### config.mk
export PLATFORM = sky130hd
export DESIGN_NAME = vga_line_fetch_sched
export DESIGN_NICKNAME = d
export VERILOG_FILES = /design/src/rtl/vga_line_fetch_sched.sv
export SDC_FILE = /design/constraint.sdc
export NUM_CORES = 1
export LEC_CHECK = 0
export ABC_CLOCK_PERIOD_IN_PS = 3500
export BUFFER_PORTS_ARGS = -buffer_cell sky130_fd_sc_hd__buf_2
export CORE_UTILIZATION = 40
export CTS_CLUSTER_DIAMETER = 80
export DETAILED_ROUTE_END_ITERATION = 10
export GPL_TIMING_DRIVEN = 0
export SLEW_MARGIN = 5
export SYNTH_ARGS = -nofsm -noshare
export SYNTH_HDL_FRONTEND = slang
export SYNTH_SLANG_ARGS = --single-unit
export TNS_END_PERCENT = 5
### constraint.sdc
create_clock -name vga_clk -period 3.5 [get_ports vga_clk]
set_input_delay 0.875 -clock vga_clk [delete_from_list [all_inputs] [get_ports vga_clk]]
set_output_delay 0.875 -clock vga_clk [all_outputs]
set_load 0.01 [all_outputs]
### src/rtl/vga_line_fetch_sched.sv
// Line-burst request scheduler and show-ahead pixel path for VGA scan-out.
// Keeps at most PREFETCH_LINES lines requested ahead of the display.
module vga_line_fetch_sched #(
  parameter int                H_DISP          = 1024,
  parameter int                V_DISP          = 768,
  parameter int                ADDR_W          = 24,
  parameter logic [ADDR_W-1:0] BASE_ADDR       = '0,
  parameter int                PREFETCH_LINES  = 2,
  parameter logic [15:0]       UNDERFLOW_COLOR = 16'hF800
) (
  input  logic              vga_clk,
  input  logic              sys_rst_n,
  input  logic              vga_vs,
  input  logic              data_req,
  output logic [15:0]       pixel_data,
  input  logic [15:0]       fifo_rd_data,
  input  logic              fifo_empty,
  output logic              fifo_rd_en,
  output logic              fifo_flush,
  output logic              line_req,
  output logic [ADDR_W-1:0] line_addr,
  input  logic              line_ack,
  output logic              underflow,
  output logic [15:0]       underflow_cnt
);

  localparam int CW = $clog2(V_DISP + 1);

  typedef enum logic [2:0] {
    IDLE, FLUSH, WAIT_SLOT, REQ, DONE
  } state_e;

  state_e            state_q, state_d;
  logic              vs_q, dreq_q;
  logic              req_q, req_d;
  logic [ADDR_W-1:0] addr_q, addr_d;
  logic              flush_q, flush_d;
  logic              uf_q, uf_d;
  logic [15:0]       cnt_q, cnt_d;
  logic [CW-1:0]     iss_q, iss_d;
  logic [CW-1:0]     con_q, con_d;
  logic              pend_q, pend_d;
  logic [CW-1:0]     outst;
  logic              vs_rise, dreq_fall;

  assign vs_rise   = vga_vs & ~vs_q;
  assign dreq_fall = ~data_req & dreq_q;
  assign outst     = iss_q - con_q;

  assign fifo_rd_en    = data_req & ~fifo_empty;
  assign pixel_data    = fifo_empty ? UNDERFLOW_COLOR : fifo_rd_data;
  assign fifo_flush    = flush_q;
  assign line_req      = req_q;
  assign line_addr     = addr_q;
  assign underflow     = uf_q;
  assign underflow_cnt = cnt_q;

  always_comb begin
    state_d = state_q;
    req_d   = req_q;
    addr_d  = addr_q;
    iss_d   = iss_q;
    con_d   = con_q;
    pend_d  = pend_q;
    uf_d    = uf_q;
    cnt_d   = cnt_q;
    flush_d = 1'b0;

    if (dreq_fall && state_q != IDLE && outst != '0)
      con_d = con_q + CW'(1);

    unique case (state_q)
      IDLE: begin
        if (vs_rise) state_d = FLUSH;
      end
      FLUSH: begin
        iss_d   = '0;
        con_d   = '0;
        addr_d  = BASE_ADDR;
        uf_d    = 1'b0;
        pend_d  = 1'b0;
        state_d = WAIT_SLOT;
      end
      WAIT_SLOT: begin
        if (vs_rise) begin
          state_d = FLUSH;
        end else if (iss_q == CW'(V_DISP)) begin
          state_d = DONE;
        end else if (outst < CW'(PREFETCH_LINES)) begin
          state_d = REQ;
          req_d   = 1'b1;
        end
      end
      REQ: begin
        // request is never withdrawn; a restart waits for the ack
        if (line_ack) begin
          req_d   = 1'b0;
          iss_d   = iss_q + CW'(1);
          addr_d  = addr_q + ADDR_W'(H_DISP);
          state_d = (vs_rise || pend_q) ? FLUSH : WAIT_SLOT;
        end else if (vs_rise) begin
          pend_d = 1'b1;
        end
      end
      DONE: begin
        req_d = 1'b0;
        if (vs_rise) state_d = FLUSH;
      end
      default: state_d = IDLE;
    endcase

    if (state_d == FLUSH) flush_d = 1'b1;

    if (data_req && fifo_empty) begin
      uf_d = 1'b1;
      if (cnt_q != 16'hFFFF) cnt_d = cnt_q + 16'd1;
    end
  end

  always_ff @(posedge vga_clk or negedge sys_rst_n) begin
    if (!sys_rst_n) begin
      state_q <= IDLE;
      vs_q    <= 1'b0;
      dreq_q  <= 1'b0;
      req_q   <= 1'b0;
      addr_q  <= BASE_ADDR;
      flush_q <= 1'b0;
      uf_q    <= 1'b0;
      cnt_q   <= '0;
      iss_q   <= '0;
      con_q   <= '0;
      pend_q  <= 1'b0;
    end else begin
      state_q <= state_d;
      vs_q    <= vga_vs;
      dreq_q  <= data_req;
      req_q   <= req_d;
      addr_q  <= addr_d;
      flush_q <= flush_d;
      uf_q    <= uf_d;
      cnt_q   <= cnt_d;
      iss_q   <= iss_d;
      con_q   <= con_d;
      pend_q  <= pend_d;
    end
  end

endmodule
# Word level (Yosys, flattened, before mapping)
# Cells that the tools add are included.
# Widths: inputs -> output; s select.
dict set report classes {
  add_sub_neg 5
  multipliers 0
  n_div 0
  n_lt_le_gt_ge 1
  eq_ne 13
  shift 0
  mux 25
  n_bitwise 6
  reduce_logical 16
}
# operator count
set ops {}
lappend ops {{$pmux 24 s2} 1}
lappend ops {{$mux 10} 3}
lappend ops {{$add 24x11->24 const B} 1}
lappend ops {{$mux 24} 1}
lappend ops {{$add 10x1->10 const B} 2}
lappend ops {{$pmux 10 s2} 1}
lappend ops {{$add 16x1->16 const B} 1}
lappend ops {{$mux 16} 1}
lappend ops {{$ne 16x16->1 const B} 1}
lappend ops {{$mux 3} 5}
lappend ops {{$ne 2x2->1 const B} 6}
lappend ops {{$pmux 3 s4} 1}
lappend ops {{$eq 10x10->1 const B} 1}
lappend ops {{$lt 10x2->1 const B} 1}
lappend ops {{$reduce_bool 10->1} 1}
lappend ops {{$sub 10x10->10} 1}
lappend ops {{$mux 1} 9}
lappend ops {{$eq 3x1->1 const B} 2}
lappend ops {{$eq 3x2->1 const B} 2}
lappend ops {{$reduce_bool 2->1} 3}
lappend ops {{$reduce_bool 3->1} 2}
lappend ops {{$reduce_and 5->1} 1}
lappend ops {{$reduce_and 2->1} 2}
lappend ops {{$and 1x1->1} 3}
lappend ops {{other kinds (10)} 14}
dict set report word_totals {
  ff_bits 69
  latch_bits 0
  ramBits 0
  romBits 0
  in_bits 22
  out_inout_bits 60
  wordCells 77
  n_memories 0
}

# Depth between registers and ports, before layout
# Gate-level depths: netlist of the first run.
dict set report depth {
  depth_word 8
  depth_mapped 11
  mapped_depth_nobuf 10
}

# Least setup slack after synthesis of the first run
# Ideal clock, no wire load.
dict set report synth_path {
  path_kind {register to register}
  startpoint {reg iss_q[0]}
  endpoint {reg con_q[8]}
  setup_ns 0.078
  arrival_ns 2.610
  required_time_ns 3.422
  setup_slack_ns 0.812
  stages_incl_launch_ff 12
  n_path_buf 1
  synth_period_minus_slack_ns 2.688
  cell_sequence {dfrtp_1 > inv_1 > ha_1 > fa_1 > nor2b_1 > o2111ai_1 > a21o_1 > o221a_2 > and4b_4 > buf_6 > or4_1 > a21oi_1}
}
dict set report synth_between {
  elab_chain_cells 4
}
# element line
set synth_lines {}
lappend synth_lines {{from (decl)} 40} ;# logic [CW-1:0] iss_q, iss_d;
lappend synth_lines {{from (signal assigned)} 142} ;# iss_q <= iss_d;
lappend synth_lines {{$sub 10x10->10} 48} ;# assign outst = iss_q - con_q;
lappend synth_lines {{$reduce_bool 10->1} 69} ;# if (dreq_fall && state_q != IDLE && outst != '0)
lappend synth_lines {{$logic_and 1x1->1} 69}
lappend synth_lines {{$reduce_bool 2->1 (no line)} -}
lappend synth_lines {{to (signal assigned)} 143} ;# con_q <= con_d;
lappend synth_lines {{to (decl)} 41} ;# logic [CW-1:0] con_q, con_d;
# No other way between the ends.
# A chain may end at the register's enable or synchronous reset.

# Worst setup path in the final report of the first run
dict set report layout_path {
  startpoint {reg iss_q[0]}
  endpoint {reg con_q[9]}
}
# The elaborated chain is that of the path after synthesis.

==> results of run 1 <==
==> cell usage in the layout, fill, tap and decap left out, types with 5 or more instances in the layout <==
master,n
a21oi_1,28
and3_1,8
buf_2,72
buf_4,11
clkbuf_1,10
clkbuf_8,12
conb_1,10
dfrtp_1,59
ha_1,14
inv_1,19
nand2_1,31
nand2b_1,6
nand3_1,18
nand4_1,5
nor2_1,41
nor2b_1,13
nor3_1,9
nor4_1,5
o21ai_0,17
or2_2,6
or3_1,13
or4_1,5
xnor2_1,15
xor2_1,19
==> power by group through the flow <==
stage               Sequential, mW  Combinational, mW  Clock, mW
global placement             0.949               1.11          0
floorplan                    0.955              0.803          0
CTS                          0.941               1.14      0.673
global route                 0.966               1.28      0.704
detailed placement           0.954               1.13          0
finish                       0.941               1.13      0.656
==> state kept, by name, indices dropped and copies added (netlist names) <==
| register | flops |
|---|---|
| dreq_q | 1 |
| underflow_cnt | 16 |
| vs_q | 1 |
| fifo_flush | 1 |
| pend_q | 1 |
| underflow | 1 |
| line_addr | 14 |
| line_req | 1 |
| con_q | 10 |
| state_q | 3 |
| iss_q | 10 |
==> logic make-up after synthesis <==
kind of cell             count (synthesis)
AND/OR/NAND/NOR                        173
AO/OA/AOI/OAI                           74
flip-flops                              59
buffers and inverters                   43
XOR/XNOR                                34
adder cells (fa/ha/maj)                 15
multiplexers                             2
other                                    1
==> final cells by class <==
type	instances	area (sq um)	area share
clock inverters	4	47.5	0.0110
flip-flops and latches	59	1480	0.341
inverters	19	71.3	0.0165
multi-input cells	308	1940	0.449
clock buffers	12	165	0.0381
repair buffers	70	353	0.0815
plain buffers	24	139	0.0321
well taps	108	135	0.0312
==> synthesized netlist by cell type (2+ instances only) <==
library cell	n
nor4_1	5
o31ai_1	3
or4_1	5
a211oi_1	2
or2_2	6
a22o_1	3
nand3b_1	2
xnor2_1	15
inv_1	19
nand2b_1	6
dfrtp_1	59
nor2_1	41
xor2_1	19
o211ai_1	3
nand2_1	31
ha_1	14
buf_4	10
o311a_1	2
or3_1	13
nand4_1	5
nand3_1	18
o21ai_0	17
clkbuf_1	10
a21oi_1	28
nor2b_1	13
a21o_1	2
buf_2	3
and4_1	4
and3_1	8
nor3_1	9
==> worst paths after layout <==
path | start | to | cells after the start
setup / recovery | iss_q[0] | con_q[9] | 11
hold / removal | underflow_cnt[12] | underflow_cnt[12] | 1
setup reg to reg | iss_q[0] | con_q[9] | 11
hold reg to reg | underflow_cnt[12] | underflow_cnt[12] | 1
max in group asynchronous | sys_rst_n | underflow_cnt[10] | 1
min in group asynchronous | sys_rst_n | con_q[8] | 1
==> routing by layer <==
metal | global-route usage | vias up | routed length [um]
li1 | - | 1572 | -
met1 | 0.252 | 1526 | 4050
met2 | 0.287 | 61 | 3790
met3 | 0.0332 | 11 | 237
met4 | 0.0735 | 0 | 112
met5 | 0 | - | 0
==> summary.md, run 1 <==
| Metric | Value |
|---|---|
| Final Max Slew Viols | 0 |
| Die Height | just under 100 um |
| DRC Markers | 0 |
| Max Cap Viol | 0 |
| Yosys reg bits | a little under 60 |
| Vias in the first global route | a little under 3k |
| Vias | between 3k and 4k |
| Die W | between 90 and 100 um |
| Crit path top cell by count | a21oi_1 |
| Max-slew headroom | 0.423 |
| RePlAce Congestion | 0.819 |
| HPWL after DPL | ~6100 um |
| Largest net degree at the start of global routing | 60 |
| GRT Total Usage | 0.184 |
| Logic pwr share | 0.415 |
| Hold Path Class | reg -> reg |
| Switching Fraction | 0.389 |
| CP Data Arrival Time | 3.33 ns |
| NetSw | about 1.1 mW |
| WP buf/inv | 2 |
| CTS Buf Count | 9 |
| Fmax | 324 MHz |
| Yosys synthesis warning count | 0 |
| Pwr Density | approximately 630 mW/mm^2 |
| Dpl ws | 0.458 ns |
| Wire per inst | 13.6 um |
| Pleak | 2.10 nW |
| Mapped Area | roughly 0.0036 sq mm |
| Sequential share of the synthesized area | 0.411 |
| Slew at the pin closest to its max-slew limit | between 0.8 and 0.9 ns |
| Final core utilization | 0.497 |
| Endpoints failing setup | 0 |
| Clock Power Share | 0.240 |
| Hold Worst Slack | approximately 0.49 ns |
| Critical path peak fanout | 10 |
| Synth area leader | dfrtp_1 |
| Setup Fix Bufs, Post-CTS | 0 |
| Req. time, crit path | 3.75 ns |
| Final WS setup | roughly 0.42 ns |
| Crit path max-delay cell type | or4_1 |
| Post-Syn Area per Cell | about 9 sq um |
| Synth top area cells | dfrtp_1 41%, ha_1 4.9%, xor2_1 4.6% |
| CP Class | reg -> reg |
| Proportion of layout cells with a drive suffix above 1 | 0.226 |
| Largest family of logic cells by synthesized area | simple AND/OR/NAND/NOR gates |
| Clock buffer depth | 2 |
| First-pass GRT wire length | around 14000 um |
| Internal power | about 1.7 mW |
| # IOs | between 80 and 90 |
| Initial antenna violation count | 0 |
| Setup tns final | 0 ns |
| CP max stage delay | 0.49 ns |
| Library cells used by synthesis | 56 |
| Post-synth EDFFs | 0 |
| Final instance area | around 0.0043 sq mm |
| Compound-gate portion of the synthesized area | 0.135 |
| Post-route ant nets | 0 |
| Initial Utilization | 0.412 |
| Vias per std cell | between 5 and 6 |
| DR iter-0 viols | between 100 and 150 |
| Total chip power | between 2 and 3 mW |
| Root Buffer | clkbuf_8 |
| I/O Buffers | 70 |
| Clock Pin Slew Worst Setup and Hold Paths | 0.07 ns |
| Post-DP Area | around 0.004 sq mm |
| Nets | around 530 |
| Post-synthesis cell count | between 400 and 500 |
| RSZ-0062 raised after global routing | no |
| Grt ovf | 0 |
| Htree depth | 3 |
| Synth Area in Adders | 0.0543 |
| Post-Place Cells | a little under 600 |
| WL final | between 8000 and 9000 um |
| Top delay family on crit path | simple AND/OR/NAND/NOR gates |
| Post_cts resized | 0 |
| Simple logic cell fraction of the synthesized area | 0.252 |
| Fin crit share | 0.881 |
| Post-synth top area share | 0.411 |
| Clock sinks | 59 |
| CTS tree | yes |
| Fin cells | 604 |
| # fillers | 827 |
| DIE AREA | 0.00937 sq mm |
| Crit. End Element | register |
| Cell Chain, Critical Path | inv_1 -> ha_1 -> fa_1 -> nor2b_1 -> o2111ai_1 -> a21oi_1 -> nand3b_1 -> and4b_4 -> buf_6 -> or4_1 -> a21oi_1 |
| XOR/XNOR Fraction of Synth Area | 0.0828 |
| # diodes | 0 |
| Ys flop type | dfrtp_1 |
| Drt first pass iters | 4 |
| R2R Setup Slk | 0.42 ns |
| Syn-to-layout area delta | 20.4% |
| Tmin final | around 3 ns |
| Site row count | 34 |
| Ys async rst share | 1.00 |
| IR drop worst, VDD | about 0.00029 V |
| Mux cell area share after synthesis | 0.00592 |
| Core area | between 0.008 and 0.009 sq mm |
| Clk_lat worst skew | around 0.33 ns |
| Outcome | finished, final reports clean |
| Crit path launch type | register |
| Clock Skew | roughly 0.011 ns |
| Sequential Power Share | 0.345 |
| CTS Hold Bufs | 0 |
| Final Hold Violating Endpoints | 0 |
(Power assumes the default switching activity.)
==> inputs of run 2 (changes only) <==
--- a/config.mk
+++ b/config.mk
@@ -5,6 +5,7 @@
 export SDC_FILE = /design/constraint.sdc
 export NUM_CORES = 1
 export LEC_CHECK = 0
+export ABC_AREA = 1
 export ABC_CLOCK_PERIOD_IN_PS = 3500
 export BUFFER_PORTS_ARGS = -buffer_cell sky130_fd_sc_hd__buf_2
 export CORE_UTILIZATION = 40
==> summary.md, run 2 <==
| Metric | Value |
|---|---|
| Worst hold path cell count | 1 (unchanged) |
| IR drop worst, VDD | 0.000352 V (+22%) |
| CP Data Arrival Time | 1.74 ns (-1.59 ns) |
| Clock buffer depth | 2 (unchanged) |
| Most common cell in the netlist | nand2_1 |
| Initial antenna violation count | 0 (unchanged) |
| Post-synthesis cell count | 518 (+29%) |
| Proportion of layout cells with a drive suffix above 1 | 0.209 (-0.0170) |
| Vias per std cell | 4.81 (-8.4%) |
| Post-Syn Area per Cell | 7.46 sq um (-17%) |
| Max reg flops | 16 (unchanged) |
| Clk_lat worst skew | 0.34 ns (about the same) |
| Max Cap Viol | 0 (unchanged) |
| Synth top cells by count | 110 x nand2_1, 82 x inv_1, 59 x dfrtp_1 |
| I/O Buffers | 70 (unchanged) |
| Logic pwr share | 0.449 (+0.034) |
| DRC Markers | 0 (unchanged) |
| Final Max Slew Viols | 0 (unchanged) |
| RSZ-0062 raised after global routing | no |
| CP max stage delay | 0.36 ns (-0.13 ns) |
| DIE AREA | 0.0101 sq mm (+7.3%) |
| Clock Skew | 0.0151 ns (+0.00433 ns) |
| Slew at the pin closest to its max-slew limit | 0.746 ns (-0.108 ns) |
| # fillers | 960 (+16%) |
| Die W | 100 um (+3.6%) |
| Clock Power Share | 0.230 (-0.010) |
| Nets | 645 (+22%) |
| Site row count | 35 (+2.9%) |
| CTS tree | yes |
| Dpl ws | 0.861 ns (+0.403 ns) |
| Sequential Power Share | 0.321 (-0.024) |
| Setup tns final | 0 ns (unchanged) |
| Post-synth EDFFs | 0 (unchanged) |
| Ys flop type | dfrtp_1 |
| Yosys reg bits | 59 (unchanged) |
| R2R Setup Slk | 0.97 ns (+0.55 ns) |
| Post-synth top area share | 0.382 (-0.0285) |
| Internal power | 1.58 mW (-5.5%) |
| Switching Fraction | 0.435 (+0.0458) |
| Final Hold Violating Endpoints | 0 (unchanged) |
| Setup Fix Bufs, Post-CTS | 0 (unchanged) |
| CTS Hold Bufs | 0 (unchanged) |
| Wire per inst | 11.9 um (-12%) |
| Root Buffer | clkbuf_8 |
| Ys async rst share | 1.00 (unchanged) |
| GRT Total Usage | 0.194 (+0.0105) |
| Mapped Area | 0.00386 sq mm (+7.4%) |
| Initial Utilization | 0.416 (+0.00383) |
| WL final | 8840 um (+7.9%) |
| Commonest non-fill, non-tap cell in the layout | nand2_1 |
| Vias in the first global route | 3396 (+15%) |
| Pwr Density | 605 mW/mm^2 (-4.1%) |
| Pleak | 2.47 nW (+18%) |
| Die Height | 100 um (+3.6%) |
| Post-route ant nets | 0 (unchanged) |
| Endpoints failing setup | 0 (unchanged) |
| Yosys synthesis warning count | 0 (unchanged) |
| Clock Pin Slew Worst Setup and Hold Paths | 0.07 ns (about the same) |
| First-pass GRT wire length | 15500 um (+10%) |
| NetSw | 1.21 mW (+14%) |
| Synth top area cells | dfrtp_1 38%, nand2_1 11%, inv_1 8.0% |
| CP Class | in -> out |
| Sequential share of the synthesized area | 0.382 (-0.0285) |
| CTS Buf Count | 9 (unchanged) |
| Crit path launch type | input port |
| Critical path peak fanout | 10 (unchanged) |
| Library cells used by synthesis | 39 (-30%) |
| Post-DP Area | 0.00441 sq mm (+7.1%) |
| Crit path top cell by count | clkbuf_1 |
| Post_cts resized | 0 (unchanged) |
| Htree depth | 3 (unchanged) |
| Synth area leader | dfrtp_1 |
| HPWL after DPL | 6700 um (+10%) |
| Clock sinks | 59 (unchanged) |
| Fmax | 382 MHz (+18%) |
| DR iter-0 viols | 142 (-2.7%) |
| RePlAce Congestion | 0.880 (+7.5%) |
| Max-slew headroom | 0.503 (+0.0793) |
| Syn-to-layout area delta | 19.4% |
| Req. time, crit path | 2.62 ns (-1.13 ns) |
| Final core utilization | 0.497 (about the same) |
| Worst R2R Path Depth | 15 (+4) |
| Commonest non-fill, non-tap cells in the layout | 110 x nand2_1, 82 x inv_1, 70 x buf_2, 59 x dfrtp_1, 58 x nor2_1 |
| # diodes | 0 (unchanged) |
| Tmin final | 2.62 ns (-0.465 ns) |
| Core area | 0.00928 sq mm (+6.5%) |
| Vias | 3567 (+13%) |
| Hold Path Class | reg -> reg |
| Final instance area | 0.00461 sq mm (+6.6%) |
| Outcome | finished, final reports clean |
| Drt first pass iters | 4 (unchanged) |
| Fin crit share | 0.748 (-0.133) |
| Cell Chain, Critical Path | clkbuf_1 -> clkbuf_1 -> nor2_1 -> buf_2 |
| # IOs | 82 (unchanged) |
| Largest net degree at the start of global routing | 60 (unchanged) |
| Final WS setup | 0.882 ns (+0.465 ns) |
| Crit. End Element | output pin |
| Grt ovf | 0 (unchanged) |
| Crit path max-delay cell type | clkbuf_1 |
-- run 2: final timing paths --
| check | end | startpoint |
|---|---|---|
| min in group asynchronous | iss_q[5] | sys_rst_n |
| max | pixel_data[4] | fifo_empty |
| max reg2reg | con_q[4] | iss_q[0] |
| min reg2reg | line_addr[23] | line_addr[23] |
| min | line_addr[23] | line_addr[23] |
| max in group asynchronous | con_q[0] | sys_rst_n |
-- run 2: per-stage QoR --
stage	hold WS [ns]	std cells	total power [mW]
6_report	0.467	742	2.79
2_1_floorplan	0.497	527	1.83
3_3_place_gp	0.448	726	2.13
5_1_grt	0.500	742	3.03
4_1_cts	0.469	742	2.81
3_5_place_dp	0.457	726	2.16
-- run 2: per-layer routing --
layer | vias to the layer above | GRT usage | wire length (um)
met5 | - | 0 | 0
met4 | 0 | 0.0635 | 119
met2 | 108 | 0.312 | 4000
li1 | 1809 | - | -
met3 | 9 | 0.0481 | 548
met1 | 1641 | 0.256 | 4170
-- run 2: cell type report --
cell class | instances | area [sq um] | share of cell area
inverter | 84 | 315 | 0.0683
clock buffer | 10 | 138 | 0.0298
sequential | 59 | 1480 | 0.320
clock inverter | 6 | 65.1 | 0.0141
timing repair buffer | 70 | 353 | 0.0765
buffer | 18 | 121 | 0.0263
multi-input combinational | 366 | 1980 | 0.430
tap | 129 | 161 | 0.0350
-- run 2: kinds of logic after synthesis --
family | Yosys count | synth area share
AO/OA/AOI/OAI | 52 | 0.0742
buffers and inverters | 102 | 0.113
adder cells (fa/ha/maj) | 15 | 0.0505
AND/OR/NAND/NOR | 267 | 0.329
XOR/XNOR | 22 | 0.0499
other | 1 | 0.000971
flip-flops | 59 | 0.382
-- run 2: power by group through the flow --
stage / Sequential (mW) / Clock, mW / Combinational [mW]
detailed placement: 0.908 / 0 / 1.25
global placement: 0.905 / 0 / 1.23
CTS: 0.897 / 0.653 / 1.26
finish: 0.896 / 0.641 / 1.25
floorplan: 0.916 / 0 / 0.918
global route: 0.915 / 0.685 / 1.43
-- run 2: worst max-delay path: cells and delay by family --
kind,cells,cell delay [ns]
simple gates,1,0.09
buf+inv,3,0.77
